**src/rtl/cdb_arbiter.sv**
```systemverilog
// cdb_arbiter: fairness-aware arbiter for CDB write-back slots.
// Grants up to GRANTS of NUM_REQ functional-unit result registers per cycle.
// Starved requesters (age == STARVE_LIMIT) win first in ascending index order.
// The remaining slots are filled in round-robin order starting at rr_ptr.
// Latency: grant is combinational from i_req and registered rr_ptr/age; state updates on posedge.
// Optional feature: define CDB_ARB_STATS_EN to add o_grant_count/o_stall_count statistics outputs.
// Ports:
//   i_clock, i_reset        clock, synchronous active-high reset
//   i_req[NUM_REQ]          result ready, requesting a CDB slot
//   i_squash                pipeline flush: clears rr_ptr and ages for the next cycle
//   o_gnt[NUM_REQ]          OR of all o_gnt_bus rows (feeds FU avail logic)
//   o_gnt_bus[GRANTS]       row k one-hot: k-th granted requester, zero if unused (feeds CDB muxes)
//   o_starve_active         some requester's age equals STARVE_LIMIT this cycle
//   o_empty                 no requester is active
module cdb_arbiter #(
  parameter int NUM_REQ      = 5,
  parameter int GRANTS       = 2,
  parameter int AGE_WIDTH    = 4,
  parameter int STARVE_LIMIT = 8
) (
  input  logic                            i_clock,
  input  logic                            i_reset,
  input  logic [NUM_REQ-1:0]              i_req,
  input  logic                            i_squash,
  output logic [NUM_REQ-1:0]              o_gnt,
  output logic [GRANTS-1:0][NUM_REQ-1:0]  o_gnt_bus,
  output logic                            o_starve_active,
  output logic                            o_empty
`ifdef CDB_ARB_STATS_EN
  ,
  output logic [31:0]                     o_grant_count,
  output logic [31:0]                     o_stall_count
`endif
);

  localparam int PW = (NUM_REQ > 1) ? $clog2(NUM_REQ) : 1;
  localparam int SW = PW + 1;
  localparam int CW = $clog2(GRANTS + 1);
  localparam logic [AGE_WIDTH-1:0] LIM = AGE_WIDTH'(STARVE_LIMIT);

  logic [PW-1:0]        r_rr_ptr;
  logic [AGE_WIDTH-1:0] r_age [NUM_REQ];

  logic [NUM_REQ-1:0]             w_sat;
  logic [NUM_REQ-1:0]             w_starved;
  logic [GRANTS-1:0][NUM_REQ-1:0] w_bus;
  logic [NUM_REQ-1:0]             w_gnt;
  logic                           w_rr_any;
  logic [PW-1:0]                  w_rr_last;
  logic [PW-1:0]                  w_rr_next;

  always_comb begin
    for (int i = 0; i < NUM_REQ; i++) begin
      w_sat[i]     = (r_age[i] == LIM);
      w_starved[i] = w_sat[i] && i_req[i];
    end
  end

  // Slot filling: starved requesters first (ascending), then round-robin from rr_ptr.
  // cnt is the next free slot; once it reaches GRANTS no further grants are made.
  always_comb begin
    logic [CW-1:0] cnt;
    logic [SW-1:0] pos;
    w_bus     = '0;
    w_rr_any  = 1'b0;
    w_rr_last = '0;
    cnt       = '0;
    pos       = '0;
    for (int i = 0; i < NUM_REQ; i++) begin
      if (w_starved[i] && (cnt < CW'(GRANTS))) begin
        for (int k = 0; k < GRANTS; k++) begin
          if (cnt == CW'(k)) w_bus[k][i] = 1'b1;
        end
        cnt = cnt + 1'b1;
      end
    end
    for (int j = 0; j < NUM_REQ; j++) begin
      pos = SW'(r_rr_ptr) + SW'(j);
      if (pos >= SW'(NUM_REQ)) pos = pos - SW'(NUM_REQ);
      for (int i = 0; i < NUM_REQ; i++) begin
        if ((pos == SW'(i)) && i_req[i] && !w_starved[i] && (cnt < CW'(GRANTS))) begin
          for (int k = 0; k < GRANTS; k++) begin
            if (cnt == CW'(k)) w_bus[k][i] = 1'b1;
          end
          cnt       = cnt + 1'b1;
          w_rr_any  = 1'b1;
          w_rr_last = PW'(i);
        end
      end
    end
  end

  always_comb begin
    w_gnt = '0;
    for (int k = 0; k < GRANTS; k++) w_gnt = w_gnt | w_bus[k];
  end

  // Pointer moves one past the last round-robin winner; starved grants leave it alone.
  assign w_rr_next = (w_rr_last == PW'(NUM_REQ - 1)) ? '0 : (w_rr_last + 1'b1);

  // Reset masks grants; squash does not, so older committed results still drain.
  assign o_gnt_bus       = i_reset ? '0 : w_bus;
  assign o_gnt           = i_reset ? '0 : w_gnt;
  assign o_starve_active = !i_reset && (|w_sat);
  assign o_empty         = ~|i_req;

  always_ff @(posedge i_clock) begin
    if (i_reset || i_squash) begin
      r_rr_ptr <= '0;
      for (int i = 0; i < NUM_REQ; i++) r_age[i] <= '0;
    end else begin
      if (w_rr_any) r_rr_ptr <= w_rr_next;
      for (int i = 0; i < NUM_REQ; i++) begin
        // A withdrawn request forfeits its accumulated priority.
        if (w_gnt[i] || !i_req[i]) r_age[i] <= '0;
        else if (!w_sat[i])        r_age[i] <= r_age[i] + 1'b1;
      end
    end
  end

`ifdef CDB_ARB_STATS_EN
  logic [31:0] r_grant_count;
  logic [31:0] r_stall_count;
  logic [31:0] w_gnt_pop;
  logic [31:0] w_req_pop;

  always_comb begin
    w_gnt_pop = '0;
    w_req_pop = '0;
    for (int i = 0; i < NUM_REQ; i++) begin
      w_gnt_pop = w_gnt_pop + 32'(o_gnt[i]);
      w_req_pop = w_req_pop + 32'(i_req[i]);
    end
  end

  // Statistics survive squash; only reset clears them. Both counters wrap.
  always_ff @(posedge i_clock) begin
    if (i_reset) begin
      r_grant_count <= '0;
      r_stall_count <= '0;
    end else begin
      r_grant_count <= r_grant_count + w_gnt_pop;
      if (w_req_pop > 32'(GRANTS)) r_stall_count <= r_stall_count + 32'd1;
    end
  end

  assign o_grant_count = r_grant_count;
  assign o_stall_count = r_stall_count;
`endif

endmodule
```
**config.mk**
```make
export PLATFORM = sky130hd
export DESIGN_NAME = cdb_arbiter
export DESIGN_NICKNAME = d
export VERILOG_FILES = /design/src/rtl/cdb_arbiter.sv
export SDC_FILE = /design/constraint.sdc
export NUM_CORES = 1
export LEC_CHECK = 0
export CAP_MARGIN = 15
export CELL_PAD_IN_SITES_DETAIL_PLACEMENT = 1
export CELL_PAD_IN_SITES_GLOBAL_PLACEMENT = 2
export CORE_MARGIN = 5
export CORE_UTILIZATION = 44
export CTS_BUF_LIST = sky130_fd_sc_hd__clkbuf_4 sky130_fd_sc_hd__clkbuf_8
export CTS_CLUSTER_SIZE = 24
export DETAILED_ROUTE_END_ITERATION = 16
export DONT_BUFFER_PORTS = 1
export GPL_ROUTABILITY_DRIVEN = 0
export HOLD_SLACK_MARGIN = 0.02
export PLACE_DENSITY = 0.91
export SYNTH_ARGS = -nofsm -noshare
export SYNTH_HDL_FRONTEND = slang
export SYNTH_SLANG_ARGS = --single-unit
```
**constraint.sdc**
```tcl
create_clock -name i_clock -period 88.1 [get_ports i_clock]
set_input_delay 22.025 -clock i_clock [delete_from_list [all_inputs] [get_ports i_clock]]
set_output_delay 22.025 -clock i_clock [all_outputs]
set_load 0.02 [all_outputs]
```
Yosys cells after proc, flatten, opt, wreduce, memory -nomap -nowiden --
Memory sizes are Yosys's and may differ from the RTL's. Index checks and enable logic that the tools add are counted.
Word-level totals: bits in registers 3, bits in writable memories 20, input port bits 8, output and inout port bits 17, word-level logic and storage cells 534, memories 1
Memories:
- r_age | words 5, bits a word 4, read ports 5, clocked after memory_dff 0, write ports 5, RTL line 42 | logic [AGE_WIDTH-1:0] r_age [NUM_REQ];
Cells by class: add/sub/neg operators 43, magnitude comparators 34, equal/unequal tests 55, mux-type cells 250, bitwise operators 11, reduce and logical (&&, ||, !) cells 139
Operators with widths (number):
- 1-bit 2-to-1 mux | 181
- 1-bit logical AND | 85
- 3-bit 2-to-1 mux | 24
- 4-bit 2-to-1 mux | 15
- 2-bit by 1-bit == test with 1-bit output, second input constant | 29
- 2-bit zero test | 29
- 2-bit < comparator, second input constant | 29
- 2-bit by 1-bit adder with 2-bit output, second input constant | 28
- 2-bit 2-to-1 mux | 28
- 4-bit by 2-bit == test with 1-bit output, second input constant | 10
- 4-bit by 1-bit adder with 4-bit output, second input constant | 5
- 4-bit by 1-bit == test with 1-bit output, second input constant | 5
- 4-bit by 3-bit == test with 1-bit output, second input constant | 5
- 4-bit == test, second input constant | 5
- 4-bit zero test | 5
- 4-bit by 3-bit greater-or-equal comparator with 1-bit output, second input constant | 4
- 4-bit by 3-bit subtractor with 4-bit output, second input constant | 4
- 1-bit zero test | 12
- 10-bit 2-to-1 mux | 1
- 1-bit bitwise OR | 10
- 5-bit OR reduction | 2
- 3-bit by 2-bit adder with 4-bit output, second input constant | 2
- 1-bit logical OR | 6
- 5-bit 2-to-1 mux | 1
- other kinds (7) | 7

Longest topological paths before layout --
An unclocked memory read counts as a cell.
depth after elaboration 98, mapped depth 103, gate-level depth less buffers 98

Worst setup path after synthesis --
Ideal clock, no wire load.
path type input to output, from in i_req[0], to out o_gnt[3], arrival 41.607 ns, data required time 66.075 ns, path slack 24.468 ns, stages on the path 93, buffers on the path 4, cells stage by stage nand4b_1 -> inv_1 -> ha_1 -> nor2_1 -> xor2_1 -> ha_1 -> o2111ai_1 -> o31ai_1 -> ha_1 -> a2111oi_4 -> xor2_1 -> inv_1 -> ha_1 -> o31a_1 -> ha_1 -> o21a_1 -> ha_1 -> nand3b_1 -> [... 57 more ...] -> a2bb2oi_1 -> and2_1 -> ha_1 -> o21ai_0 -> nor2_1 -> ha_1 -> o221ai_1 -> or2_2 -> nor3_1 -> ha_1 -> o21a_1 -> ha_1 -> inv_1 -> a21boi_0 -> ha_1 -> nand2_1 -> a21oi_1 -> or2_2
On the way: cells in the longest elaborated chain, start to end 88, elaborated cells between the ends (all ways) 161, classes of those cells add/sub (27); order compare (28); eq/ne (6); mux (53); bitwise (1); reduce/logical (46)
RTL lines:
- from (decl) | RTL line 23 | input logic [NUM_REQ-1:0] i_req,
- 1-bit logical AND | RTL line 55 | w_starved[i] = w_sat[i] && i_req[i];
- 1-bit 2-to-1 mux | RTL line 70 | if (w_starved[i] && (cnt < CW'(GRANTS))) begin
- 2-bit < comparator | RTL line 70
- 1-bit logical AND | RTL line 70
- 2-bit 2-to-1 mux | RTL line 70
- 2-bit < comparator | RTL line 70
- 1-bit logical AND | RTL line 70
- 2-bit 2-to-1 mux | RTL line 70
- [... 72 more ...]
- 2-bit < comparator | RTL line 81 | if ((pos == SW'(i)) && i_req[i] && !w_starved[i] && (cnt < CW'(GRANTS))) begin
- 1-bit logical AND | RTL line 81
- 2-bit 2-to-1 mux | RTL line 81
- 2-bit < comparator, or another cell as far along | RTL line 81
- 1-bit logical AND or 1-bit 2-to-1 mux (tied branches) | RTL line 81, 83
- 1-bit 2-to-1 mux | RTL line 81
- 5-bit bitwise OR * | RTL line 95 | for (int k = 0; k < GRANTS; k++) w_gnt = w_gnt | w_bus[k];
- 5-bit 2-to-1 mux * | RTL line 103 | assign o_gnt = i_reset ? '0 : w_gnt;
- to (decl) | RTL line 25 | output logic [NUM_REQ-1:0] o_gnt,
Mark *: on every way between the ends. The rest lies on a longest branch, timed or not.

Worst setup path in the final report --
Same ends and word-level chain as after synthesis.

==> qor.yml <==
netlist_instances: 645
grtUsageMet3_pct: 3.27
die_area_um2: 13900
hpwl_mm: 13.8
synthTopCellsByCount: "ha_1, nor2_1, inv_1, nand2_1, nor3_1"
gr-usage-met1_pct: 29.4
synth-edff-count: 20
clk_latency_ps: 290
ant_nets: 0
clkSlewWorstSetupHoldPaths_ps: 100
place_worst_setup_slack_ps: 21880
placed_area_um2: 5240
yosysSeqAreaShare_pct: 12.9
layout_setup_ws_ps: 21430
crit_path_start_kind: "primary input"
pin_count: 25
rows: 39
final-setup-viol-count: 0
r2r-start: "r_age[1][0]$_SDFFCE_PN0P_"
initial_core_util_pct: 44.8
ys_warn_count: 0
layout.nets: 724
die_w_um: 118
worstPathRequired_ps: 66070
finalCritPeriodShare_pct: 75.7
path_max_fanout: 18
top_usage_layer: "met2"
hold_buffers: 0
drive_gt1_share_pct: 7.73
cp_data_arrival_time_ps: 44650
async_flop_share_pct: 0
max_slew_margin_pct: 28.5
port-buffer-count: 0
clock_sinks: 23
synth_cell_types: 90
path_class: "primary input to primary output"
fin_hold_ws_ps: 627
status: "finished clean"
route.vias.total: 4787
antenna_found_initial: 0
rsz0062_at_grt: "false"
worstRegToRegCells: 92
yosysTopAreaCellShare_pct: 19.6
diodes: 0
wl_mm: 16.7
synth.cell_area_um2: 5120
grt_pass1_vias: 4878
hold_viol_final: 0
drc: 0
grt_max_degree: 32
crit-reg2reg-capture: "r_age[3][0]$_SDFFCE_PN0P_"
cp-startpoint: "i_req[0]"
worstMarginPinSlew_ps: 1060
syn_area_per_cell_um2: 7.94
cts_tree: "yes"
max_freq_mhz: 15.0
area_growth_pct: 3.27
cp-endpoint: "o_gnt[3]"
end_kind: "primary output"
crit_slowest_cell: "xor2_1"
die_height_um: 118
coreArea_um2: 11400
overflow: 0
wl_per_cell_um: 21.5
fin_setup_tns_ps: 0
fin_skew_ps: 3.32
ctsLongestPathBuffers: 2
htreeDepth: 1
grt_use_met2_pct: 39.3
drv_cap: 0
cpPeakStageDelay_ps: 720
synth_ff_type: "edfxtp_1"
cts_root_buf: "clkbuf_8"
cts_buffers: 3
vias_per_cell: 6.16
rrSetupSlack_ps: 64660
dr.pass1.iters: 5
fin_area_um2: 5290
hp-class: "flop to flop"
yosys.area.top_type: "ha_1"
cp_common_cell: "ha_1"
synth_most_common_cell: "ha_1"
drv_slew: 0
synthTopCellsByArea: "ha_1, edfxtp_1, nor2_1"
synth-seq-cells: 23
postCtsSetupRepairBufs: 0
grt_pass1_wl_mm: 26.0
drtIter0Drc: 286
period_needed_ps: 66670
ctsResizeCount: 0
grt_use_total_pct: 22.9
-- flip-flops by register name (all words and copies together), names as in the netlist --
name      count
r_age        20
r_rr_ptr      3
-- worst min-delay path by stage --
stage	start	endpoint	slack [ps]	cells after the start
final	r_age[0][0]$_SDFFCE_PN0P_	r_age[0][0]$_SDFFCE_PN0P_	630	1
after floorplan	r_age[4][3]$_SDFFCE_PN0P_	r_age[4][3]$_SDFFCE_PN0P_	580	2
after CTS	r_age[0][0]$_SDFFCE_PN0P_	r_age[0][0]$_SDFFCE_PN0P_	630	1
after global routing	r_age[4][0]$_SDFFCE_PN0P_	r_age[4][0]$_SDFFCE_PN0P_	660	1
after global placement	r_age[4][0]$_SDFFCE_PN0P_	r_age[4][0]$_SDFFCE_PN0P_	600	1
after detailed placement	r_age[0][0]$_SDFFCE_PN0P_	r_age[0][0]$_SDFFCE_PN0P_	620	1
-- metal layers --
| metal | wire [µm] | vias to the layer above |
|---|---|---|
| met5 | 0 | - |
| met3 | 772 | 30 |
| met4 | 559 | 0 |
| met2 | 7940 | 120 |
| met1 | 7410 | 2338 |
| li1 | - | 2299 |
-- worst max-delay path: cells and delay by family --
family	cells	cell delay, ps
multiplexers	1	290
adder cells (fa/ha/maj)	25	7620
XOR/XNOR	3	1100
AND/OR/NAND/NOR	30	7490
AO/OA/AOI/OAI	21	5320
buffers and inverters	8	790
-- final cells by class --
class / instances / area [µm²]
clock buffer: 3 / 41.3
clock inverter: 1 / 5.00
fill: 1440 / 6130
inverter: 62 / 238
multi-input combinational: 541 / 4130
sequential: 23 / 661
tap: 143 / 179
timing repair buffer: 4 / 30.0
-- through the flow --
| step | util, % | cells |
|---|---|---|
| finish | 46.3 | 777 |
| global route | 46.3 | 777 |
| CTS | 46.3 | 777 |
| detailed placement | 45.9 | 773 |
| global placement | 45.9 | 773 |
| floorplan | - | 648 |
-- cells in the final DEF (no fill, tap or decap), types with 9 or more instances in the layout --
cell type | netlist | routed
nand4_1 | 9 | 9
inv_1 | 58 | 58
or3_1 | 18 | 18
nor3_1 | 30 | 30
nor2_1 | 65 | 65
nand2_1 | 38 | 38
edfxtp_1 | 20 | 20
xor2_1 | 14 | 14
o31ai_1 | 9 | 9
xnor2_1 | 27 | 27
a221o_1 | 11 | 11
and2_1 | 11 | 11
nor4_1 | 9 | 9
nand3_1 | 12 | 12
nand2b_1 | 9 | 9
ha_1 | 80 | 80
a21oi_1 | 26 | 26
or2_2 | 13 | 13
-- logic make-up after synthesis --
family          share of synthesized area (%)
simple gates                             28.1
compound gates                           19.8
buf+inv                                  6.57
fa+ha+maj                                19.9
xor+xnor                                 10.4
flops                                    12.9
mux                                      2.22
other cells                            0.0732
Power is left out: the tool's default activity adds up to more than one toggle a clock period on the data nets, which glitch-free logic cannot reach.
